==> src/rtl/cache_controller.sv <==
// Requester-side sequencer between a processor load/store port and the memory_cache/dmem pair.
// Load hits finish in the request cycle; misses wait out memory latency and fill a line; stores write through.
module cache_controller #(
  parameter int unsigned MEM_LATENCY = 4,
  parameter int unsigned CNT_W       = 16
) (
  input  logic             clk,
  input  logic             reset,
  input  logic             mem_read,
  input  logic             mem_write,
  input  logic [31:0]      address,
  input  logic [31:0]      write_data,
  output logic [31:0]      read_data,
  output logic             ready,
  output logic             stall,
  output logic [31:0]      c_address,
  output logic [31:0]      c_write_data,
  output logic             c_writeMem,
  output logic             c_writeCache,
  output logic             c_MemToCache,
  input  logic             c_hit,
  input  logic [31:0]      c_read_data,
  output logic [CNT_W-1:0] hit_count,
  output logic [CNT_W-1:0] miss_count,
  output logic [CNT_W-1:0] store_count
);

  typedef enum logic [2:0] {
    IDLE      = 3'd0,
    MISS_WAIT = 3'd1,
    FILL      = 3'd2,
    RESUME    = 3'd3,
    STORE     = 3'd4
  } state_t;

  localparam logic [7:0]       WAIT_INIT = 8'(MEM_LATENCY - 1);
  localparam logic [CNT_W-1:0] CNT_MAX   = '1;

  state_t     state;
  logic [7:0] wait_cnt;
  logic       wait_done;

  function automatic logic [CNT_W-1:0] sat_inc(input logic [CNT_W-1:0] v);
    return (v == CNT_MAX) ? v : v + CNT_W'(1);
  endfunction

  assign read_data    = c_read_data;
  assign c_address    = address;
  assign c_write_data = write_data;
  assign wait_done    = (wait_cnt == '0);

  // Handshake: the processor holds mem_read/mem_write (with address and data)
  // until ready; a request completes in exactly the cycle ready is high.
  // stall is the inverse view of that handshake for the pipeline.
  always_comb begin
    ready        = 1'b0;
    c_writeMem   = 1'b0;
    c_writeCache = 1'b0;
    c_MemToCache = 1'b0;
    if (!reset) begin
      case (state)
        IDLE:    ready = mem_read & ~mem_write & c_hit;
        FILL:    c_MemToCache = 1'b1;
        RESUME:  ready = c_hit;
        STORE: begin
          c_writeMem = 1'b1;
          if (wait_done) begin
            c_writeCache = c_hit;
            ready        = 1'b1;
          end
        end
        default: ;
      endcase
    end
  end

  assign stall = (mem_read | mem_write) & ~ready;

  // Once a miss or store sequence starts it runs to completion even if the
  // processor drops its request; only reset abandons it.
  always_ff @(posedge clk or posedge reset) begin
    if (reset) begin
      state       <= IDLE;
      wait_cnt    <= '0;
      hit_count   <= '0;
      miss_count  <= '0;
      store_count <= '0;
    end else begin
      case (state)
        IDLE: begin
          if (mem_write) begin
            store_count <= sat_inc(store_count);
            wait_cnt    <= WAIT_INIT;
            state       <= STORE;
          end else if (mem_read) begin
            if (c_hit) begin
              hit_count <= sat_inc(hit_count);
            end else begin
              miss_count <= sat_inc(miss_count);
              wait_cnt   <= WAIT_INIT;
              state      <= MISS_WAIT;
            end
          end
        end
        MISS_WAIT: begin
          if (wait_done) state <= FILL;
          else           wait_cnt <= wait_cnt - 8'd1;
        end
        FILL: state <= RESUME;
        RESUME: begin
          if (c_hit) begin
            state <= IDLE;
          end else begin
            wait_cnt <= WAIT_INIT;
            state    <= MISS_WAIT;
          end
        end
        STORE: begin
          if (wait_done) state <= IDLE;
          else           wait_cnt <= wait_cnt - 8'd1;
        end
        default: state <= IDLE;
      endcase
    end
  end

  // A line fill and a word write must never collide in the cache.
  assert property (@(posedge clk) disable iff (reset) !(c_MemToCache && c_writeCache));
  assert property (@(posedge clk) disable iff (reset) c_MemToCache |-> (state == FILL));

endmodule

==> config.mk <==
export PLATFORM = sky130hd
export DESIGN_NAME = cache_controller
export DESIGN_NICKNAME = d
export VERILOG_FILES = /design/src/rtl/cache_controller.sv
export SDC_FILE = /design/constraint.sdc
export NUM_CORES = 1
export LEC_CHECK = 0
export CAP_MARGIN = 10
export CORE_MARGIN = 4
export CORE_UTILIZATION = 29
export DETAILED_ROUTE_END_ITERATION = 12
export DONT_BUFFER_PORTS = 1
export PLACE_DENSITY = 0.42
export SYNTH_ARGS = -nofsm -noshare
export SYNTH_HDL_FRONTEND = slang
export SYNTH_SLANG_ARGS = --single-unit
==> constraint.sdc <==
create_clock -name clk -period 6.2 [get_ports clk]
set_input_delay 0.62 -clock clk [delete_from_list [all_inputs] [get_ports clk]]
set_output_delay 0.62 -clock clk [all_outputs]
set_load 0.005 [all_outputs]
; Word level (Yosys, flattened, before mapping)
; Index checks and enable logic that the tools add are counted.
; Widths: inputs -> output; s select.
[classes]
addsub = 4
n_eq_ne = 12
n_mux = 22
n_bitwise = 10
n_reduce_logical = 9
[ops]
columns = operator, count
row1 = $add 16x1->16 const B, 3
row2 = $eq 16x16->1 const B, 3
row3 = $mux 8, 4
row4 = $pmux 8 s3, 1
row5 = $mux 3, 5
row6 = $pmux 3 s5, 1
row7 = $mux 1, 10
row8 = $reduce_and 5->1, 2
row9 = $logic_not 8->1, 1
row10 = $sub 8x1->8 const B, 1
row11 = $eq 3x2->1 const B, 2
row12 = $ne 2x2->1 const B, 3
row13 = $ne 3x3->1 const B, 2
row14 = $not 1->1, 6
row15 = $reduce_and 3->1, 2
row16 = $reduce_and 4->1, 1
row17 = $and 1x1->1, 3
row18 = $eq 3x1->1 const B, 1
row19 = $eq 3x3->1 const B, 1
row20 = $logic_not 3->1, 1
row21 = $pmux 1 s3, 1
row22 = $reduce_bool 3->1, 1
row23 = $reduce_or 2->1, 1
row24 = $or 1x1->1, 1
[totals]
register_bits = 59
inputBits = 101
output_inout_bits = 149
wordCells = 62

; Longest topological paths before layout
[depth]
ltp_word = 7
ltp_mapped = 6
mapped_depth_nobuf = 6

; Worst setup path after synthesis
; No wires, ideal clock.
[synth_path]
kind = flip-flop to flip-flop
from = register state[1]
to = register hit_count[14]
setup_time_ps = 128
arrival_time_ps = 2046
required_time_ps = 6072
slack_ps = 4026
path_stages_with_launch = 7
path_buffers = 2
cell_sequence = dfrtp_1 > buf_6 > or3_4 > or4_4 > buf_6 > nor3_1 > mux2_1
[synth_via]
elab_chain_cells = 2
[synth_lines]
columns = element, line_no
row1 = start: declaration, 39  ; state_t state;
row2 = start signal: assignment, 83  ; state <= IDLE;
row3 = start signal: assignment, 94  ; state <= STORE;
row4 = start signal: assignment, 101  ; state <= MISS_WAIT;
row5 = $logic_not 3->1, 89  ; case (state)
row6 = $reduce_and 5->1 (no source line), n/a
row7 = end signal: assignment, 97  ; hit_count <= sat_inc(hit_count);
row8 = end: declaration, 23  ; output logic [CNT_W-1:0] hit_count,
; Every way passes these cells.
; A chain may end at the register's enable or synchronous reset.

; Final worst setup path
[layout_path]
from = register wait_cnt[0]
to = output stall
[layout_via]
elab_chain_cells = 6
[layout_lines]
columns = element, line_no
row1 = start: declaration, 40  ; logic [7:0] wait_cnt;
row2 = start signal: assignment, 107  ; else wait_cnt <= wait_cnt - 8'd1;
row3 = start signal: assignment, 120  ; else wait_cnt <= wait_cnt - 8'd1;
row4 = $logic_not 8->1, 50  ; assign wait_done = (wait_cnt == '0);
row5 = $mux 1, 67  ; if (wait_done) begin
row6 = $pmux 1 s3, 61  ; case (state)
row7 = $mux 1, 60  ; if (!reset) begin
row8 = net ready, 14  ; output logic ready,
row9 = $not 1->1, 77  ; assign stall = (mem_read | mem_write) & ~ready;
row10 = $and 1x1->1, 77
row11 = end: declaration, 15  ; output logic stall,
; The timed path passes the listed nets, and every way through them passes these cells.

==> results.md <==
* Run status: finished clean
* Post-CTS resize count at 0
* Post-route DRC at 0
* CTS Hold Bufs at 0
* Post-CTS Setup Inserts at 0
* Layout Utilization at 28.1%
* EDFF count, synth at 0
* Power Dens Cells at 369 nW/um2
* Design Power at 1.38 mW
* Worst setup path end: stall
* Die Footprint at 15600 um2
* Crit path DAT at 2.16 ns
* Total GRT Usage at 11.2%
* Yosys cell types at 59
* Area Growth Syn to Fin at -5.78%
* Async SR Flop Fraction at 100%
* Clk pin slew, worst setup/hold paths at 0.05 ns
* Die Ht at 125 um
* Row count at 42
* Die Width at 125 um
* Vias in the first global route at 2580
* Unrepaired setup endpoints after global routing: false
* # clock sinks at 59
* Syn avg cell area at 9.53 um2
* Hold WS at 0.419 ns
* Relative slew slack at 28.0%
* Worst Path Max Fanout at 5
* Synth area leaders: dfrtp_1 (37%), buf_4 (18%), xnor2_1 (5.1%)
* Initial core utilization at 29.8%
* Max Clock Freq at 359 MHz
* Cell area after layout at 3730 um2
* I/O Pins at 250
* Critical R2R Capture: hit_count[14]$_DFFE_PP0P_
* Gpl congestion at 0.755
* CP Capture Type: output pin
* WS Path Type: flip-flop to output pin
* Syn Nets at 522
* Vias per inst at 5.16
* DP Area at 3430 um2
* Tmin final at 2.78 ns
* Leak Pwr at 1.55 nW
* Largest net degree at the start of global routing at 60
* First-pass GRT wire length at 14000 um
* TritonCTS buffer count at 9
* DP HPWL at 6130 um
* R2R cell count at 4
* Hold Crit Class: input pin to async pin
* CP startpoint kind: flip-flop
* Yosys top cell area share at 37.3%
* Sequential share of the synthesized area at 37.3%
* Top FF cell, synth: dfrtp_1
* Worst R2R Start: state[1]$_DFFE_PP0P_
* Slew @ Worst Pin at 1.07 ns
* Max-cap violations at 0
* Yosys warning count at 0
* WL final at 8560 um
* Via count at 2613
* Mapped Area at 3960 um2
* Antenna violations before repair at 0
* Max VDD drop at 0.000185 V
* Port Buffers at 0
* Period utilisation layout at 44.9%
* Worst R2R Setup Slack at 3.79 ns
* H-tree levels at 3
* Root buf cell: clkbuf_16
* Setup TNS at 0 ns
* Area leader, netlist: dfrtp_1
* Final setup viols at 0
* Seq cells post-synth at 59
* Filler cell count in the final layout at 1400
* Clk buf depth at 2
* Grt ovf at 0
* Core ar. at 13300 um2
* Routed len/inst at 16.9 um
* TritonCTS clock tree: yes
* Final Max Slew Viols at 0
* Initial DRC count at 102
* Critical Path Source: wait_cnt[0]$_DFFE_PP0P_
* Share of cells above drive strength 1 at 8.48%
* Drt first pass iters at 4
* Worst path required time at 5.58 ns
* Final ANT Viol Nets at 0
* Endpoints failing hold at 0
* Clk_skew at 0.00737 ns
* Worst-skew pair later-pin latency at 0.33 ns
* Final #Nets at 431
* Post-Synthesis Cells at 416
* Ant diodes at 0
[cell families (layout without fill, tap and decap cells)]
logic type / Yosys count / in the layout / synth area share [%]
AND/OR/NAND/NOR: 142 / 142 / 21.3
AO/OA/AOI/OAI: 51 / 51 / 9.19
XOR/XNOR: 41 / 41 / 9.06
adder cells (fa/ha/maj): 5 / 5 / 1.58
flip-flops: 59 / 59 / 37.3
buffers and inverters: 113 / 27 / 20.2
multiplexers: 5 / 5 / 1.39
[worst min-delay path by stage]
stage,from,to,slack (ns),cells past startpoint
floorplan,wait_cnt[6]$_DFFE_PP0P_,wait_cnt[6]$_DFFE_PP0P_,0.46,2
finish,reset,wait_cnt[3]$_DFFE_PP0P_,0.42,2
detailed placement,wait_cnt[6]$_DFFE_PP0P_,wait_cnt[6]$_DFFE_PP0P_,0.49,2
global route,reset,store_count[0]$_DFFE_PP0P_,0.48,2
CTS,reset,store_count[0]$_DFFE_PP0P_,0.45,2
global placement,wait_cnt[6]$_DFFE_PP0P_,wait_cnt[6]$_DFFE_PP0P_,0.50,2
[critical path, stage by stage (launching register included)]
cell	delay (ns)
dfrtp_1	0.41
inv_1	0.09
ha_1	0.15
nor4b_1	0.42
nand4_1	0.16
a211oi_1	0.48
nor2_1	0.13
[area by class of cell]
type | instances | area, um2 | area share, %
Inverter | 10 | 37.5 | 1.01
Clock inverter | 1 | 30.0 | 0.804
Multi-Input combinational cell | 244 | 1680 | 45.1
Sequential cell | 59 | 1480 | 39.5
Tap cell | 176 | 220 | 5.90
Timing Repair Buffer | 1 | 7.51 | 0.201
Clock buffer | 15 | 278 | 7.44
[cell usage in the layout, fill, tap and decap left out, types with 3 or more instances in the layout]
| cell | netlist | layout |
|---|---|---|
| clkbuf_1 | 3 | 3 |
| nor3_1 | 10 | 10 |
| nor4_1 | 7 | 7 |
| a21oi_1 | 8 | 8 |
| nor2_1 | 14 | 14 |
| nand4_1 | 16 | 16 |
| ha_1 | 5 | 5 |
| clkbuf_8 | 0 | 3 |
| nand2_1 | 24 | 24 |
| nor4b_1 | 4 | 4 |
| and2_1 | 6 | 6 |
| o2111ai_1 | 3 | 3 |
| nand3_1 | 21 | 21 |
| nand2b_1 | 3 | 3 |
| mux2_2 | 3 | 3 |
| nor3b_1 | 3 | 3 |
| inv_1 | 10 | 9 |
| clkbuf_16 | 0 | 9 |
| a211oi_1 | 5 | 5 |
| xor2_1 | 18 | 18 |
| and3_1 | 10 | 10 |
| and4_1 | 5 | 5 |
| nand3b_1 | 3 | 3 |
| xnor2_1 | 23 | 23 |
| o21ai_0 | 9 | 9 |
| o211ai_1 | 4 | 4 |
| o31ai_1 | 7 | 7 |
| dfrtp_1 | 59 | 59 |
[report_power, final]
part / leakage (nW) / switching, mW / total [mW] / internal (mW)
clock: 0.150 / 0.174 / 0.518 / 0.344
combinational: 0.611 / 0.171 / 0.300 / 0.128
sequential: 0.788 / 0.108 / 0.559 / 0.451
total: 1.55 / 0.453 / 1.38 / 0.924
[metal layers]
layer	global-route usage (%)	share of wire [%]	wire [um]
met5	0	0	0
met4	5.99	2.7	227
met3	5.70	9.6	821
met2	15.5	43	3650
met1	14.0	45	3860
[Yosys cell counts (2+ instances only)]
cell type / instances
o31ai_1: 7
buf_2: 2
a211oi_1: 5
dfrtp_1: 59
xor2_1: 18
or4_1: 2
buf_4: 96
nor4_1: 7
or4b_2: 2
and4_1: 5
a21oi_1: 8
nand2b_1: 3
nand3b_1: 3
and3_1: 10
and2_1: 6
o21ai_0: 9
xnor2_1: 23
nor3b_1: 3
ha_1: 5
mux2_2: 3
o2111ai_1: 3
nand3_1: 21
nand2_1: 24
buf_6: 2
clkbuf_1: 3
nor3_1: 10
inv_1: 10
o211ai_1: 4
nor4b_1: 4
nor2b_1: 2
nor2_1: 14
nand4_1: 16
[through the flow]
step / std cells / setup slack (ns)
3_5_place_dp: 490 / 3.73
2_1_floorplan: 416 / 4.03
4_1_cts: 506 / 3.43
6_report: 506 / 3.42
5_1_grt: 506 / 3.23
3_3_place_gp: 490 / 3.75
[registers in the layout (all words and copies together) (netlist names)]
| register | cells |
|---|---|
| hit_count | 16 |
| miss_count | 16 |
| store_count | 16 |
| wait_cnt | 8 |
| state | 3 |
(Power assumes the default switching activity.)
